$ cat config.mk
export PLATFORM = sky130hd
export DESIGN_NAME = bbox_draw
export DESIGN_NICKNAME = d
export VERILOG_FILES = /design/src/rtl/bbox_pkg.sv /design/src/rtl/bbox_raster_counter.sv /design/src/rtl/bbox_draw.sv
export SDC_FILE = /design/constraint.sdc
export NUM_CORES = 1
export LEC_CHECK = 0
export BUFFER_PORTS_ARGS = -buffer_cell sky130_fd_sc_hd__buf_4
export CORE_ASPECT_RATIO = 0.75
export CORE_MARGIN = 1
export CORE_UTILIZATION = 61
export DETAILED_ROUTE_END_ITERATION = 8
export PLACE_DENSITY = 0.81
export RECOVER_POWER = 50
export SKIP_CTS_REPAIR_TIMING = 1
export SYNTH_ARGS = -nofsm -noshare
export SYNTH_HDL_FRONTEND = slang
export SYNTH_SLANG_ARGS = --single-unit
$ cat constraint.sdc
create_clock -name CLOCK_50 -period 4.4 [get_ports CLOCK_50]
set_input_delay 0.66 -clock CLOCK_50 [delete_from_list [all_inputs] [get_ports CLOCK_50]]
set_output_delay 0.66 -clock CLOCK_50 [all_outputs]
set_load 0.005 [all_outputs]
$ cat src/rtl/bbox_pkg.sv
// Shared types and helpers for the bbox_draw frame writer: image size defaults,
// coordinate type, controller state encoding and the outline edge test.
package bbox_pkg;

  localparam int IMG_W_DEF  = 100;
  localparam int IMG_H_DEF  = 100;
  localparam int ADDR_W_DEF = 14;

  typedef logic [15:0] coord_t;

  typedef enum logic [2:0] {
    IDLE  = 3'd0,
    CHECK = 3'd1,
    CLEAR = 3'd2,
    DRAW  = 3'd3,
    FIN   = 3'd4
  } state_t;

  // True when the pixel lies on the border of the box (x0..x1, y0..y1).
  function automatic logic on_edge(coord_t x, coord_t y, coord_t x0, coord_t x1,
                                   coord_t y0, coord_t y1);
    return (x == x0) || (x == x1) || (y == y0) || (y == y1);
  endfunction

endpackage

$ cat src/rtl/bbox_raster_counter.sv
// Raster walker over an inclusive window: x runs fastest and wraps back to the
// window's left edge. Shared by the clear pass and the box pass.
module bbox_raster_counter (
  input  logic        clk,
  input  logic        rst_n,
  input  logic        load,
  input  logic [15:0] x0,
  input  logic [15:0] y0,
  input  logic [15:0] x1,
  input  logic [15:0] y1,
  input  logic        step,
  output logic [15:0] x,
  output logic [15:0] y,
  output logic        last
);

  logic [15:0] x_q, x_d, y_q, y_d;
  logic [15:0] xlo_q, xlo_d, xhi_q, xhi_d, yhi_q, yhi_d;

  always_comb begin
    x_d   = x_q;
    y_d   = y_q;
    xlo_d = xlo_q;
    xhi_d = xhi_q;
    yhi_d = yhi_q;
    if (load) begin
      x_d   = x0;
      y_d   = y0;
      xlo_d = x0;
      xhi_d = x1;
      yhi_d = y1;
    end else if (step) begin
      if (x_q == xhi_q) begin
        x_d = xlo_q;
        y_d = y_q + 16'd1;
      end else begin
        x_d = x_q + 16'd1;
      end
    end
  end

  always_ff @(posedge clk or negedge rst_n) begin
    if (!rst_n) begin
      x_q   <= '0;
      y_q   <= '0;
      xlo_q <= '0;
      xhi_q <= '0;
      yhi_q <= '0;
    end else begin
      x_q   <= x_d;
      y_q   <= y_d;
      xlo_q <= xlo_d;
      xhi_q <= xhi_d;
      yhi_q <= yhi_d;
    end
  end

  assign x    = x_q;
  assign y    = y_q;
  assign last = (x_q == xhi_q) && (y_q == yhi_q);

endmodule

$ cat src/rtl/bbox_draw.sv
// Clears the frame RAM, then renders an axis-aligned box into it, one pixel per cycle.
// Outline by default; define BBOX_DRAW_FILL_EN to render a filled rectangle instead.
module bbox_draw
  import bbox_pkg::*;
#(
  parameter int IMG_W  = IMG_W_DEF,
  parameter int IMG_H  = IMG_H_DEF,
  parameter int ADDR_W = ADDR_W_DEF
) (
  input  logic              CLOCK_50,
  input  logic              reset_n,
  input  logic              start,
  input  logic [15:0]       xMin,
  input  logic [15:0]       xMax,
  input  logic [15:0]       yMin,
  input  logic [15:0]       yMax,
  output logic              busy,
  output logic              done,
  output logic              err,
  output logic              wr_en,
  output logic [ADDR_W-1:0] wr_addr,
  output logic              wr_data,
  output logic [2:0]        dbg_state
);

  state_t state_q, state_d;
  coord_t x0_q, x0_d, x1_q, x1_d, y0_q, y0_d, y1_q, y1_d;
  logic busy_q, busy_d, done_q, done_d, err_q, err_d;
  logic wr_en_q, wr_en_d, wr_data_q, wr_data_d;
  logic [ADDR_W-1:0] wr_addr_q, wr_addr_d, pix_addr;

  logic   cnt_load, cnt_step, cnt_last;
  coord_t ld_x0, ld_y0, ld_x1, ld_y1, cnt_x, cnt_y;
  logic   invalid;

  bbox_raster_counter u_cnt (
    .clk   (CLOCK_50),
    .rst_n (reset_n),
    .load  (cnt_load),
    .x0    (ld_x0),
    .y0    (ld_y0),
    .x1    (ld_x1),
    .y1    (ld_y1),
    .step  (cnt_step),
    .x     (cnt_x),
    .y     (cnt_y),
    .last  (cnt_last)
  );

  assign invalid  = (x0_q > x1_q) || (y0_q > y1_q) ||
                    (int'(x1_q) >= IMG_W) || (int'(y1_q) >= IMG_H);
  assign pix_addr = ADDR_W'(cnt_y) * ADDR_W'(IMG_W) + ADDR_W'(cnt_x);

  always_comb begin
    state_d   = state_q;
    x0_d      = x0_q;
    x1_d      = x1_q;
    y0_d      = y0_q;
    y1_d      = y1_q;
    busy_d    = busy_q;
    done_d    = done_q;
    err_d     = err_q;
    wr_en_d   = 1'b0;
    wr_addr_d = wr_addr_q;
    wr_data_d = wr_data_q;
    cnt_load  = 1'b0;
    cnt_step  = 1'b0;
    ld_x0     = x0_q;
    ld_y0     = y0_q;
    ld_x1     = x1_q;
    ld_y1     = y1_q;
    case (state_q)
      IDLE: begin
        if (start) begin
          x0_d    = xMin;
          x1_d    = xMax;
          y0_d    = yMin;
          y1_d    = yMax;
          done_d  = 1'b0;
          err_d   = 1'b0;
          busy_d  = 1'b1;
          state_d = CHECK;
        end
      end
      CHECK: begin
        if (invalid) begin
          state_d = FIN;
        end else begin
          cnt_load = 1'b1;
          ld_x0    = '0;
          ld_y0    = '0;
          ld_x1    = coord_t'(IMG_W - 1);
          ld_y1    = coord_t'(IMG_H - 1);
          state_d  = CLEAR;
        end
      end
      CLEAR: begin
        wr_en_d   = 1'b1;
        wr_addr_d = pix_addr;
        wr_data_d = 1'b0;
        // The last clear pixel reloads the walker with the box window.
        if (cnt_last) begin
          cnt_load = 1'b1;
          state_d  = DRAW;
        end else begin
          cnt_step = 1'b1;
        end
      end
      DRAW: begin
        wr_en_d   = 1'b1;
        wr_addr_d = pix_addr;
`ifdef BBOX_DRAW_FILL_EN
        wr_data_d = 1'b1;
`else
        wr_data_d = on_edge(cnt_x, cnt_y, x0_q, x1_q, y0_q, y1_q);
`endif
        if (cnt_last) state_d = FIN;
        else          cnt_step = 1'b1;
      end
      FIN: begin
        busy_d  = 1'b0;
        done_d  = 1'b1;
        err_d   = invalid;
        state_d = IDLE;
      end
      default: state_d = IDLE;
    endcase
  end

  always_ff @(posedge CLOCK_50 or negedge reset_n) begin
    if (!reset_n) begin
      state_q   <= IDLE;
      x0_q      <= '0;
      x1_q      <= '0;
      y0_q      <= '0;
      y1_q      <= '0;
      busy_q    <= 1'b0;
      done_q    <= 1'b0;
      err_q     <= 1'b0;
      wr_en_q   <= 1'b0;
      wr_addr_q <= '0;
      wr_data_q <= 1'b0;
    end else begin
      state_q   <= state_d;
      x0_q      <= x0_d;
      x1_q      <= x1_d;
      y0_q      <= y0_d;
      y1_q      <= y1_d;
      busy_q    <= busy_d;
      done_q    <= done_d;
      err_q     <= err_d;
      wr_en_q   <= wr_en_d;
      wr_addr_q <= wr_addr_d;
      wr_data_q <= wr_data_d;
    end
  end

  assign busy      = busy_q;
  assign done      = done_q;
  assign err       = err_q;
  assign wr_en     = wr_en_q;
  assign wr_addr   = wr_addr_q;
  assign wr_data   = wr_data_q;
  assign dbg_state = state_q;

endmodule

* Yosys cells after proc, flatten, opt, wreduce, memory -nomap -nowiden
Cells that the tools add are included.
Storage, ports and cells: bits in registers 166, bits of input ports 67, output and inout port bits 22, word-level logic and storage cells 85
Cells by class: multiply operators 1, muxes and demuxes 31, reductions and logical operators 17, order comparisons 4, eq/ne operators 13, $add $sub $neg 3
Operators by type and width (number):
- 16-bit two-way mux | 14
- 16-bit == test | 6
- 16-bit by 1-bit adder with 16-bit output (second input constant) | 2
- 16-bit by 7-bit >= comparator with 1-bit output (second input constant) | 2
- 16-bit greater-than comparator | 2
- 14-bit adder | 1
- 14-bit by 5-bit multiplier with 12-bit output (second input constant) | 1
- 3-bit two-way mux | 4
- 3-bit case mux with 4 select lines | 1
- 1-bit case mux with 2 select lines | 5
- 2-bit nonzero test | 4
- 1-bit two-way mux | 7
- 3-bit by 2-bit == test with 1-bit output (second input constant) | 2
- 1-bit logical OR | 6
- 2-bit inequality test (second input constant) | 3
- 2-bit AND reduction | 3
- 3-bit by 1-bit == test with 1-bit output (second input constant) | 1
- 3-bit == test (second input constant) | 1
- 3-bit logical NOT | 1
- 3-bit AND reduction | 1
- 2-bit OR reduction | 1
- 1-bit logical AND | 1

* Logic depth before layout (Yosys ltp)
Gate-level depths: netlist of the first run.
depth after elaboration 8, gate-level depth with buffers 16, mapped depth without buffers 16

* By module
Synthesis of the first run repeated with hierarchy kept, for this count alone.
Unflattened totals: cell total of the unflattened synthesis 1098, area, all modules 10635.2 sq um
Modules (own cells, without submodules):
- bbox_draw | area each 6323.6 sq um, times used 1, cells an instance 685, sequential area each 2152.1 sq um
- bbox_raster_counter | area each 4311.6 sq um, times used 1, cells an instance 413, sequential area each 2001.9 sq um

* Least setup slack after synthesis of the first run
No wires, ideal clock.
kind register to register, from register u_cnt.y_q[1] (netlist: u_cnt.y[1]), to register wr_addr_q[13] (netlist: wr_addr[13]), buffers on the path 0, period minus slack after synthesis 3.564 ns, setup time 0.135 ns, data required time 4.265 ns, arrival time 3.429 ns, path slack 0.836 ns, cell stages (with the launch flop) 16, cells stage by stage dfrtp_1 > ha_1 > ha_1 > ha_1 > inv_1 > fa_1 > inv_1 > ha_1 > or3_1 > a311o_1 > a31oi_1 > nor2b_1 > o21ai_0 > a21oi_1 > xnor2_1 > o21ai_0
On the way: longest elaborated chain between the ends 2
RTL lines:
- start, declared | RTL line bbox_raster_counter.sv:17 | logic [15:0] x_q, x_d, y_q, y_d;
- start signal, assigned | RTL line bbox_raster_counter.sv:51 | y_q <= y_d;
- 14-bit by 5-bit multiplier with 12-bit output | RTL line bbox_draw.sv:52 | assign pix_addr = ADDR_W'(cnt_y) * ADDR_W'(IMG_W) + ADDR_W'(cnt_x);
- 14-bit adder | RTL line bbox_draw.sv:52
- end signal, assigned | RTL line bbox_draw.sv:153 | wr_addr_q <= wr_addr_d;
- end, declared | RTL line bbox_draw.sv:30 | logic [ADDR_W-1:0] wr_addr_q, wr_addr_d, pix_addr;
Every way passes these cells. A chain may end at the register's enable or synchronous reset.

* Worst setup path after layout of the first run
Ends and elaborated chain as after synthesis.

==> reports/metrics.yaml, run 1 <==
outcome:
  status: "finished with violations"
  violations: "DRC, capacitance limit, slew limit"
die:
  die_h_um: 115
  placement_rows: 40
  die_w_um: 152
  ioPinCount: 89
  start_util: 0.633
  core_um2: 16300
  die-area_um2: 17400
routing:
  totalWireLength_um: 27700
  postRouteAntennaNets: 0
  wl_met3_um: 3540
  via_count: 8745
  wl_met2_um: 11700
  drc: 9
  drtIter0Drc: 1051
  firstDrtPassIters: 7
  wl_per_cell_um: 20.0
  top_layer: "met4"
  via_per_inst: 6.30
  m1WireLength_um: 11700
clock_tree:
  cts_buffer_depth: 2
  clk_latency_ns: 0.44
  cts_sinks: 166
  h-tree-depth: 4
  clk_pin_slew_ns: 0.07
  cts-root-buf: "clkbuf_16"
  numCtsBuffers: 17
  cts_tree: "yes"
sta:
  relSlewSlack: -0.673
  final.setup_skew_ns: 0.0149
  fin_ws_ns: 0.373
  worst_slew_pin_slew_ns: 2.51
  rsz0062_at_grt: "no"
  drv_slew: 169
  final-setup-viol-count: 0
  finalSetupTns_ns: 0
  max_freq_ghz: 0.248
  period_minus_slack_ns: 4.03
  post-route-period-util: 0.915
  finalHoldViolations: 0
finish:
  final_area_um2: 11600
  stdcell_count: 1388
  diodes: 0
  nNetsFinal: 1307
  drive_above_1_share: 0.166
  area_growth_pct: 13.0
pwr:
  p_per_area_nw_per_um2: 497
  p_leak_nw: 5.48
  peakVddDrop_mv: 0.416
  power.total_mw: 5.79
synth:
  synth_seq_cells: 166
  synth_edf_count: 0
  synth_common_cells: "nand2_1, dfrtp_1, xnor2_1"
  ys.flop_type: "dfrtp_1"
  synth.distinct_cells: 64
  syn_avg_cell_area_um2: 9.32
  synth_area_leaders: "dfrtp_1, xnor2_1, ha_1"
  yosysWarnings: 0
  syn_area_um2: 10300
  yosysSeqAreaShare: 0.403
  synth_fp_nets: 1247
  synthCells: 1105
  async_flop_share: 1.00
  synth_most_common_cell: "nand2_1"
  yosys.area.top_type: "dfrtp_1"
  synth_top_area_share: 0.403
min_path:
  min_path_cells: 3
  hold_class: "in -> reg"
global_routing:
  grt_antenna_before_repair: 0
  grt_overflow: 0
  grt_pass1_wl_um: 44300
  grt_max_degree: 102
  grt_pass1_vias: 8240
  grt_usage: 0.335
worst_setup_path:
  worstSetupPathType: "reg -> reg"
  cp.arrival_ns: 4.33
  crit_path_max_fanout: 8
  end_kind: "flop"
  start_kind: "flop"
  reg2regPathDepth: 15
  worstPathRequired_ns: 4.70
placed_design:
  placed_cells: 1356
  gp_congestion: 0.933
  place_hpwl_um: 19700
  dpl_cell_area_um2: 11100
  portBuffers: 88
  place_ws_ns: 0.383
job:
  cap_violations: 2
stage by stage:
stage	hold slack [ns]	util
final	0.411	0.715
after global placement	0.455	0.683
after floorplan	0.364	-
after CTS	0.381	0.717
after global routing	0.418	0.715
after detailed placement	0.468	0.683
cells by family after synthesis:
kind of cell,count (synthesis),synth area share
AND/OR/NAND/NOR,318,0.144
AO/OA/AOI/OAI,235,0.148
flip-flops,166,0.403
buffers and inverters,145,0.0584
XOR/XNOR,129,0.110
adder cells (fa/ha/maj),75,0.0962
multiplexers,37,0.0399
path summary, 6_finish.rpt:
kind / start / to / slack [ns]
min reg2reg: wr_addr[0]$_DFFE_PN0P_ / wr_addr[0]$_DFFE_PN0P_ / 0.47
max in group asynchronous: reset_n / u_cnt.xhi_q[8]$_DFFE_PN0P_ / 0.75
min: yMax[11] / y1_q[11]$_DFFE_PN0P_ / 0.41
max reg2reg: u_cnt.y[1]$_DFFE_PN0P_ / wr_addr[13]$_DFFE_PN0P_ / 0.37
max: u_cnt.y[1]$_DFFE_PN0P_ / wr_addr[13]$_DFFE_PN0P_ / 0.37
min in group asynchronous: reset_n / wr_addr[6]$_DFFE_PN0P_ / 1.00
registers in the layout (all words and copies together), names as in the netlist:
register     flops
y1_q            16
u_cnt.xhi_q     16
wr_en            1
y0_q            16
wr_addr         14
x1_q            16
x0_q            16
u_cnt.xlo_q     16
done             1
dbg_state        3
err              1
u_cnt.yhi_q     16
wr_data          1
u_cnt.x         16
busy             1
u_cnt.y         16
area by class of cell:
class | instances | area (um2)
Sequential cell | 166 | 4150
Clock buffer | 18 | 439
Fill cell | 1179 | 4630
Clock inverter | 14 | 114
Tap cell | 210 | 263
Inverter | 74 | 278
Multi-Input combinational cell | 794 | 5550
Timing Repair Buffer | 112 | 841
report_power, final:
group / total (mW) / internal [mW] / switching, mW
sequential: 2.47 / 1.85 / 0.627
clock: 1.42 / 0.751 / 0.671
combinational: 1.89 / 0.887 / 1.00
total: 5.79 / 3.49 / 2.30
layer usage:
layer	vias to the layer above	GRT usage
met5	-	0
met4	0	0.129
met3	80	0.104
met2	543	0.487
met1	4178	0.470
li1	3944	-
worst max-delay path, stage by stage (launching register included):
cell     delay (ns)
dfrtp_1        0.51
ha_1           0.36
ha_1           0.31
ha_1           0.31
inv_1          0.07
fa_1           0.52
inv_1          0.04
ha_1           0.23
or3_1          0.32
a311o_1        0.29
a31oi_1        0.26
nor2b_1        0.07
o21ai_0        0.23
a21oi_1        0.12
xnor2_1        0.15
o21ai_0        0.08
cell usage in the layout (no fill, tap or decap), drive strengths merged, types with 6 or more instances in the layout:
cell / Yosys / final
xnor2: 103 / 103
clkbuf: 37 / 29
buf: 34 / 101
and3: 8 / 8
nand3: 19 / 19
a2bb2oi: 20 / 20
o21ai: 89 / 89
nor2: 37 / 37
inv: 73 / 80
a31oi: 14 / 14
clkinv: 1 / 6
mux2: 32 / 32
a21oi: 58 / 58
nor3: 10 / 10
nand4: 35 / 35
fa: 7 / 7
dfrtp: 166 / 166
nor4: 13 / 13
xor2: 26 / 26
a22o: 8 / 8
ha: 68 / 68
nand2: 171 / 171
Note: power is estimated with default switching activity, not from simulation.
==> run 2: changes to the inputs <==
--- a/config.mk
+++ b/config.mk
@@ -5,14 +5,15 @@
 export SDC_FILE = /design/constraint.sdc
 export NUM_CORES = 1
 export LEC_CHECK = 0
+export ABC_AREA = 1
 export BUFFER_PORTS_ARGS = -buffer_cell sky130_fd_sc_hd__buf_4
 export CORE_ASPECT_RATIO = 0.75
 export CORE_MARGIN = 1
 export CORE_UTILIZATION = 61
 export DETAILED_ROUTE_END_ITERATION = 8
 export PLACE_DENSITY = 0.81
-export RECOVER_POWER = 50
 export SKIP_CTS_REPAIR_TIMING = 1
 export SYNTH_ARGS = -nofsm -noshare
 export SYNTH_HDL_FRONTEND = slang
+export SYNTH_HIERARCHICAL = 1
 export SYNTH_SLANG_ARGS = --single-unit
==> run 2 against run 1 <==
  * The flow now finishes without violations
  * Final area rose by 7.4%
  * Setup slack gained 0.088 ns
  * Critical path depth grew 6
  * Clock skew hardly changed
  * Sequential share of layout area down 2.5 points
  * Critical endpoint is now wr_addr[13]$_DFFE_PN0N_
  * Highest routed layer unchanged
==> reports/metrics.yaml, run 2 <==
finish:
  drive_above_1_share: 0.108
  nNetsFinal: 1710
  final_core_util: 0.706
  mostFrequentLayoutCells: "nand2_1, inv_1, dfrtp_1, nor2_1, o21ai_0"
  stdcell_count: 1823
  area_growth_pct: 12.9
  layout_commonest_cell: "nand2_1"
  diodes: 0
  n_fill_cell: 1430
die:
  die_h_um: 119
  die_w_um: 158
  core_um2: 17700
  die-area_um2: 18700
  ioPinCount: 89
  start_util: 0.625
  placement_rows: 42
sta:
  drv_slew: 0
  finalSetupTns_ns: 0
  final.setup_skew_ns: 0.0145
  worst_slew_pin_slew_ns: 0.918
  finalHoldViolations: 0
  relSlewSlack: 0.388
  period_minus_slack_ns: 3.94
  max_freq_ghz: 0.254
  final-setup-viol-count: 0
  post-route-period-util: 0.895
  rsz0062_at_grt: "no"
synth:
  synth.distinct_cells: 36
  syn_area_um2: 11100
  yosysWarnings: 6
  ys.flop_type: "dfrtp_1"
  async_flop_share: 1.00
  syn_avg_cell_area_um2: 7.36
  synth_edf_count: 0
  synthCells: 1505
  synth_seq_cells: 166
  synth_common_cells: "nand2_1, inv_1, dfrtp_1"
  synth_top_area_share: 0.375
  yosys.area.top_type: "dfrtp_1"
  yosysSeqAreaShare: 0.375
  synth_area_leaders: "dfrtp_1, nand2_1, ha_1"
  synth_fp_nets: 1647
  synth_most_common_cell: "nand2_1"
routing:
  drc: 0
  via_count: 10208
  totalWireLength_um: 29800
  postRouteAntennaNets: 0
  firstDrtPassIters: 6
  via_per_inst: 5.60
  wl_per_cell_um: 16.3
  drtIter0Drc: 1023
worst_setup_path:
  start_kind: "flop"
  worstSetupPathType: "reg -> reg"
  crit_path_max_fanout: 10
  r2r_slack_ns: 0.46
  worstPathRequired_ns: 4.73
  end_kind: "flop"
  cp.arrival_ns: 4.27
placed_design:
  portBuffers: 88
  placed_cells: 1791
  place_hpwl_um: 21700
  gp_congestion: 0.920
outcome:
  status: "finished clean"
pwr:
  p_per_area_nw_per_um2: 482
  p_leak_nw: 6.20
  peakVddDrop_mv: 0.420
clock_tree:
  h-tree-depth: 4
  cts-root-buf: "clkbuf_16"
  cts_sinks: 166
  cts_buffer_depth: 2
  cts_tree: "yes"
  numCtsBuffers: 17
  clk_pin_slew_ns: 0.07
  clk_latency_ns: 0.44
global_routing:
  grt_pass1_vias: 9534
  grt_overflow: 0
  grt_usage: 0.336
  grt_max_degree: 94
  grt_pass1_wl_um: 48200
  grt_antenna_before_repair: 0
job:
  cap_violations: 0
min_path:
  hold_class: "in -> async"
run 2: cell count changes after synthesis, sizes merged, moves of 9 or more:
cell and delta:
a2bb2oi -20, a31oi -12, inv +120, mux2 -32, nand2 +267, nand3 +52, nand4 -9, nor2 +99
o21ai +47, xnor2 -31
run 2: logic make-up (layout without fill, tap and decap cells):
family / Yosys count / after routing / synth area share
adder cells (fa/ha/maj): 75 / 75 / 0.0895
AND/OR/NAND/NOR: 697 / 697 / 0.258
flip-flops: 166 / 166 / 0.375
XOR/XNOR: 100 / 100 / 0.0791
buffers and inverters: 255 / 331 / 0.0927
multiplexers: 9 / 9 / 0.00814
AO/OA/AOI/OAI: 203 / 203 / 0.0971
run 2: final timing paths:
path,start,to,cells after the start
setup / recovery,u_cnt/y[4]$_DFFE_PN0P_,wr_addr[13]$_DFFE_PN0N_,21
hold / removal,reset_n,y1_q[1]$_DFFE_PN0P_,1
setup reg to reg,u_cnt/y[4]$_DFFE_PN0P_,wr_addr[13]$_DFFE_PN0N_,21
hold reg to reg,u_cnt/xlo_q[10]$_DFFE_PN0P_,u_cnt/xlo_q[10]$_DFFE_PN0P_,2
max in group asynchronous,reset_n,y1_q[6]$_DFFE_PN0P_,2
min in group CLOCK_50,xMax[9],x1_q[9]$_DFFE_PN0P_,3
run 2: final cells by class:
type | count | area [um2] | share of cell area
Timing Repair Buffer | 106 | 800 | 0.0640
Tap cell | 242 | 303 | 0.0242
Sequential cell | 166 | 4150 | 0.332
Clock inverter | 11 | 136 | 0.0109
Clock buffer | 21 | 480 | 0.0384
Multi-Input combinational cell | 1084 | 5900 | 0.472
Inverter | 193 | 726 | 0.0581
run 2: report_power, final:
group	leakage [nW]	switching, mW	internal (mW)
Sequential	2.21	0.422	1.85
Combinational	3.71	1.34	0.843
Clock	0.291	0.668	0.907
run 2: worst max-delay path, stage by stage, from the launching register on:
cell and delay [ns]:
dfrtp_1 0.57, ha_1 0.32, ha_1 0.28, inv_1 0.05
fa_1 0.50, inv_1 0.04, ha_1 0.35, a21oi_1 0.16
o21ai_0 0.15, nand2_1 0.09, nand2_1 0.05, a21oi_1 0.15
xnor2_1 0.16, ha_1 0.29, inv_1 0.09, o21bai_1 0.07
a21oi_1 0.13, nand3_1 0.11, inv_1 0.07, nand3_1 0.07
nand3_1 0.08, nand2_1 0.06
run 2: layer usage:
metal | track usage | vias up | share of wire
met5 | 0 | - | 0
met4 | 0.0795 | 0 | 0.014
met3 | 0.0942 | 47 | 0.12
met2 | 0.472 | 576 | 0.42
met1 | 0.506 | 4716 | 0.45
li1 | - | 4869 | -
run 2: per-stage QoR:
step                setup slack [ns]  total power [mW]  instance area [um2]  hold slack, ns
detailed placement             0.482              4.38                11900           0.454
CTS                            0.476              5.98                12500           0.362
finish                         0.461              6.03                12500           0.279
floorplan                      0.869              3.74                11100           0.364
global route                   0.128              6.38                12500           0.379
global placement               0.582              4.28                11900           0.448
==> run 3: changes to the inputs <==
==> constraint.sdc (replaced) <==
create_clock -name CLOCK_50 -period 3.7 [get_ports CLOCK_50]
set_input_delay 0.555 -clock CLOCK_50 [delete_from_list [all_inputs] [get_ports CLOCK_50]]
set_output_delay 0.555 -clock CLOCK_50 [all_outputs]
set_load 0.005 [all_outputs]
==> run 3 against run 2 <==
  * Wire length increased by 1.9%
  * Sequential share of layout area is 0.50 points lower
  * Register-to-register slack worse by 0.39 ns
  * Via count is 0.25% higher
  * Cell count rose by 0.60%
  * Critical path type unchanged
  * Final area up 1.5%
  * Largest cell class unchanged
  * Critical path depth down 5
==> reports/metrics.yaml, run 3 (same netlist as run 2, synthesis figures left out) <==
global_routing:
  grt_pass1_wl_um: 49200
  grt_pass1_vias: 9718
  grt_overflow: 0
  grt_usage: 0.341
  grt_antenna_before_repair: 0
  grt_max_degree: 110
routing:
  via_count: 10234
  drc: 0
  totalWireLength_um: 30300
  top_layer: "met4"
  firstDrtPassIters: 8
  via_per_inst: 5.58
  wl_met3_um: 3270
  wl_met2_um: 12800
  drtIter0Drc: 1212
  postRouteAntennaNets: 0
  wl_per_cell_um: 16.5
  m1WireLength_um: 13800
die:
  die_w_um: 158
  core_um2: 17700
  placement_rows: 42
  die_h_um: 119
  start_util: 0.625
  die-area_um2: 18700
  ioPinCount: 89
placed_design:
  portBuffers: 88
  place_hpwl_um: 21900
  gp_congestion: 0.963
  dpl_cell_area_um2: 12000
sta:
  period_minus_slack_ns: 3.63
  worst_slew_pin_slew_ns: 0.771
  relSlewSlack: 0.486
  final-setup-viol-count: 0
  finalSetupTns_ns: 0
  final.setup_skew_ns: 0.0131
  finalHoldViolations: 0
  drv_slew: 0
  post-route-period-util: 0.982
  whs_ns: 0.144
  rsz0062_at_grt: "yes"
  max_freq_ghz: 0.275
worst_setup_path:
  r2r_slack_ns: 0.07
  end_kind: "flop"
  worstSetupPathType: "reg -> reg"
  reg2regPathDepth: 16
  worstPathRequired_ns: 4.05
  r2r-start: "u_cnt/y[3]$_DFFE_PN0P_"
  start_kind: "flop"
  crit_path_max_fanout: 5
  r2r_end: "wr_addr[12]$_DFFE_PN0N_"
  cp.arrival_ns: 3.99
outcome:
  status: "finished clean"
clock_tree:
  cts_sinks: 166
  clk_pin_slew_ns: 0.07
  cts_buffer_depth: 2
  clk_latency_ns: 0.44
  cts-root-buf: "clkbuf_16"
  h-tree-depth: 4
  cts_tree: "yes"
  numCtsBuffers: 17
min_path:
  hold_class: "in -> async"
finish:
  drive_above_1_share: 0.129
  mostFrequentLayoutCells: "nand2_1, inv_1, dfrtp_1, nor2_1, o21ai_0"
  final_area_um2: 12700
  area_growth_pct: 14.6
  final_core_util: 0.717
  diodes: 0
  nNetsFinal: 1724
  layout_commonest_cell: "nand2_1"
pwr:
  p_per_area_nw_per_um2: 559
  p_leak_nw: 6.28
  peakVddDrop_mv: 0.538
job:
  cap_violations: 0
-- run 3: cell count changes in the layout (fill, tap and decap cells not counted), moves of 3 or more --
cell and delta:
a21oi_2 +5, ha_1 -3, nand2_2 +4, inv_1 -4
inv_2 +4, buf_4 +10, o21ai_0 -3, buf_12 +4
clkbuf_8 -3, nand2_1 -4, a21oi_1 -5
-- run 3: cell type report --
cell class                      instances  area (um2)
Multi-Input combinational cell       1084        5990
Fill cell                            1396        5020
Inverter                              193         726
Clock inverter                         11         126
Sequential cell                       166        4150
Tap cell                              242         303
Timing Repair Buffer                  120         955
Clock buffer                           18         439
-- run 3: worst max-delay path, stage by stage, from the launching register on --
cell     delay [ns]
dfrtp_1        0.42
ha_1           0.30
ha_1           0.31
fa_1           0.54
ha_4           0.23
a21oi_2        0.16
nand2_2        0.11
a21oi_2        0.17
o21ai_1        0.09
xor2_1         0.18
ha_2           0.38
inv_1          0.08
nor3_2         0.16
nand3_1        0.14
nand3_1        0.12
nand2_1        0.05
a31oi_1        0.12
-- run 3: stage by stage --
stage	total power [mW]	setup WS, ns	cells
3_3_place_gp	5.12	0.105	1801
2_1_floorplan	4.45	0.169	1505
5_1_grt	7.57	-0.0821	1834
4_1_cts	7.03	-0.0882	1830
6_report	7.09	0.0664	1834
3_5_place_dp	5.23	-0.0415	1801
-- run 3: metal layers --
metal  up-vias  GRT usage
met3        53     0.0759
met4         0     0.0862
met5         -          0
met1      4724      0.523
met2       559      0.481
li1       4898          -
-- run 3: worst max-delay path by stage --
stage | start | end | slack (ns) | cells after the start
after global routing | u_cnt/y[3]$_DFFE_PN0P_ | wr_addr[12]$_DFFE_PN0N_ | -0.08 | 15
final | u_cnt/y[3]$_DFFE_PN0P_ | wr_addr[12]$_DFFE_PN0N_ | 0.07 | 16
after global placement | u_cnt/y[3]$_DFFE_PN0P_ | wr_addr[13]$_DFFE_PN0N_ | 0.11 | 21
after CTS | u_cnt/y[3]$_DFFE_PN0P_ | wr_addr[12]$_DFFE_PN0N_ | -0.09 | 16
after detailed placement | u_cnt/y[3]$_DFFE_PN0P_ | wr_addr[12]$_DFFE_PN0N_ | -0.04 | 16
after floorplan | u_cnt/y[3]$_DFFE_PN0P_ | wr_addr[13]$_DFFE_PN0N_ | 0.17 | 21
-- run 3: where the power goes --
part / internal, mW / switching (mW)
Sequential: 2.20 / 0.461
Combinational: 1.03 / 1.65
Clock: 1.00 / 0.754
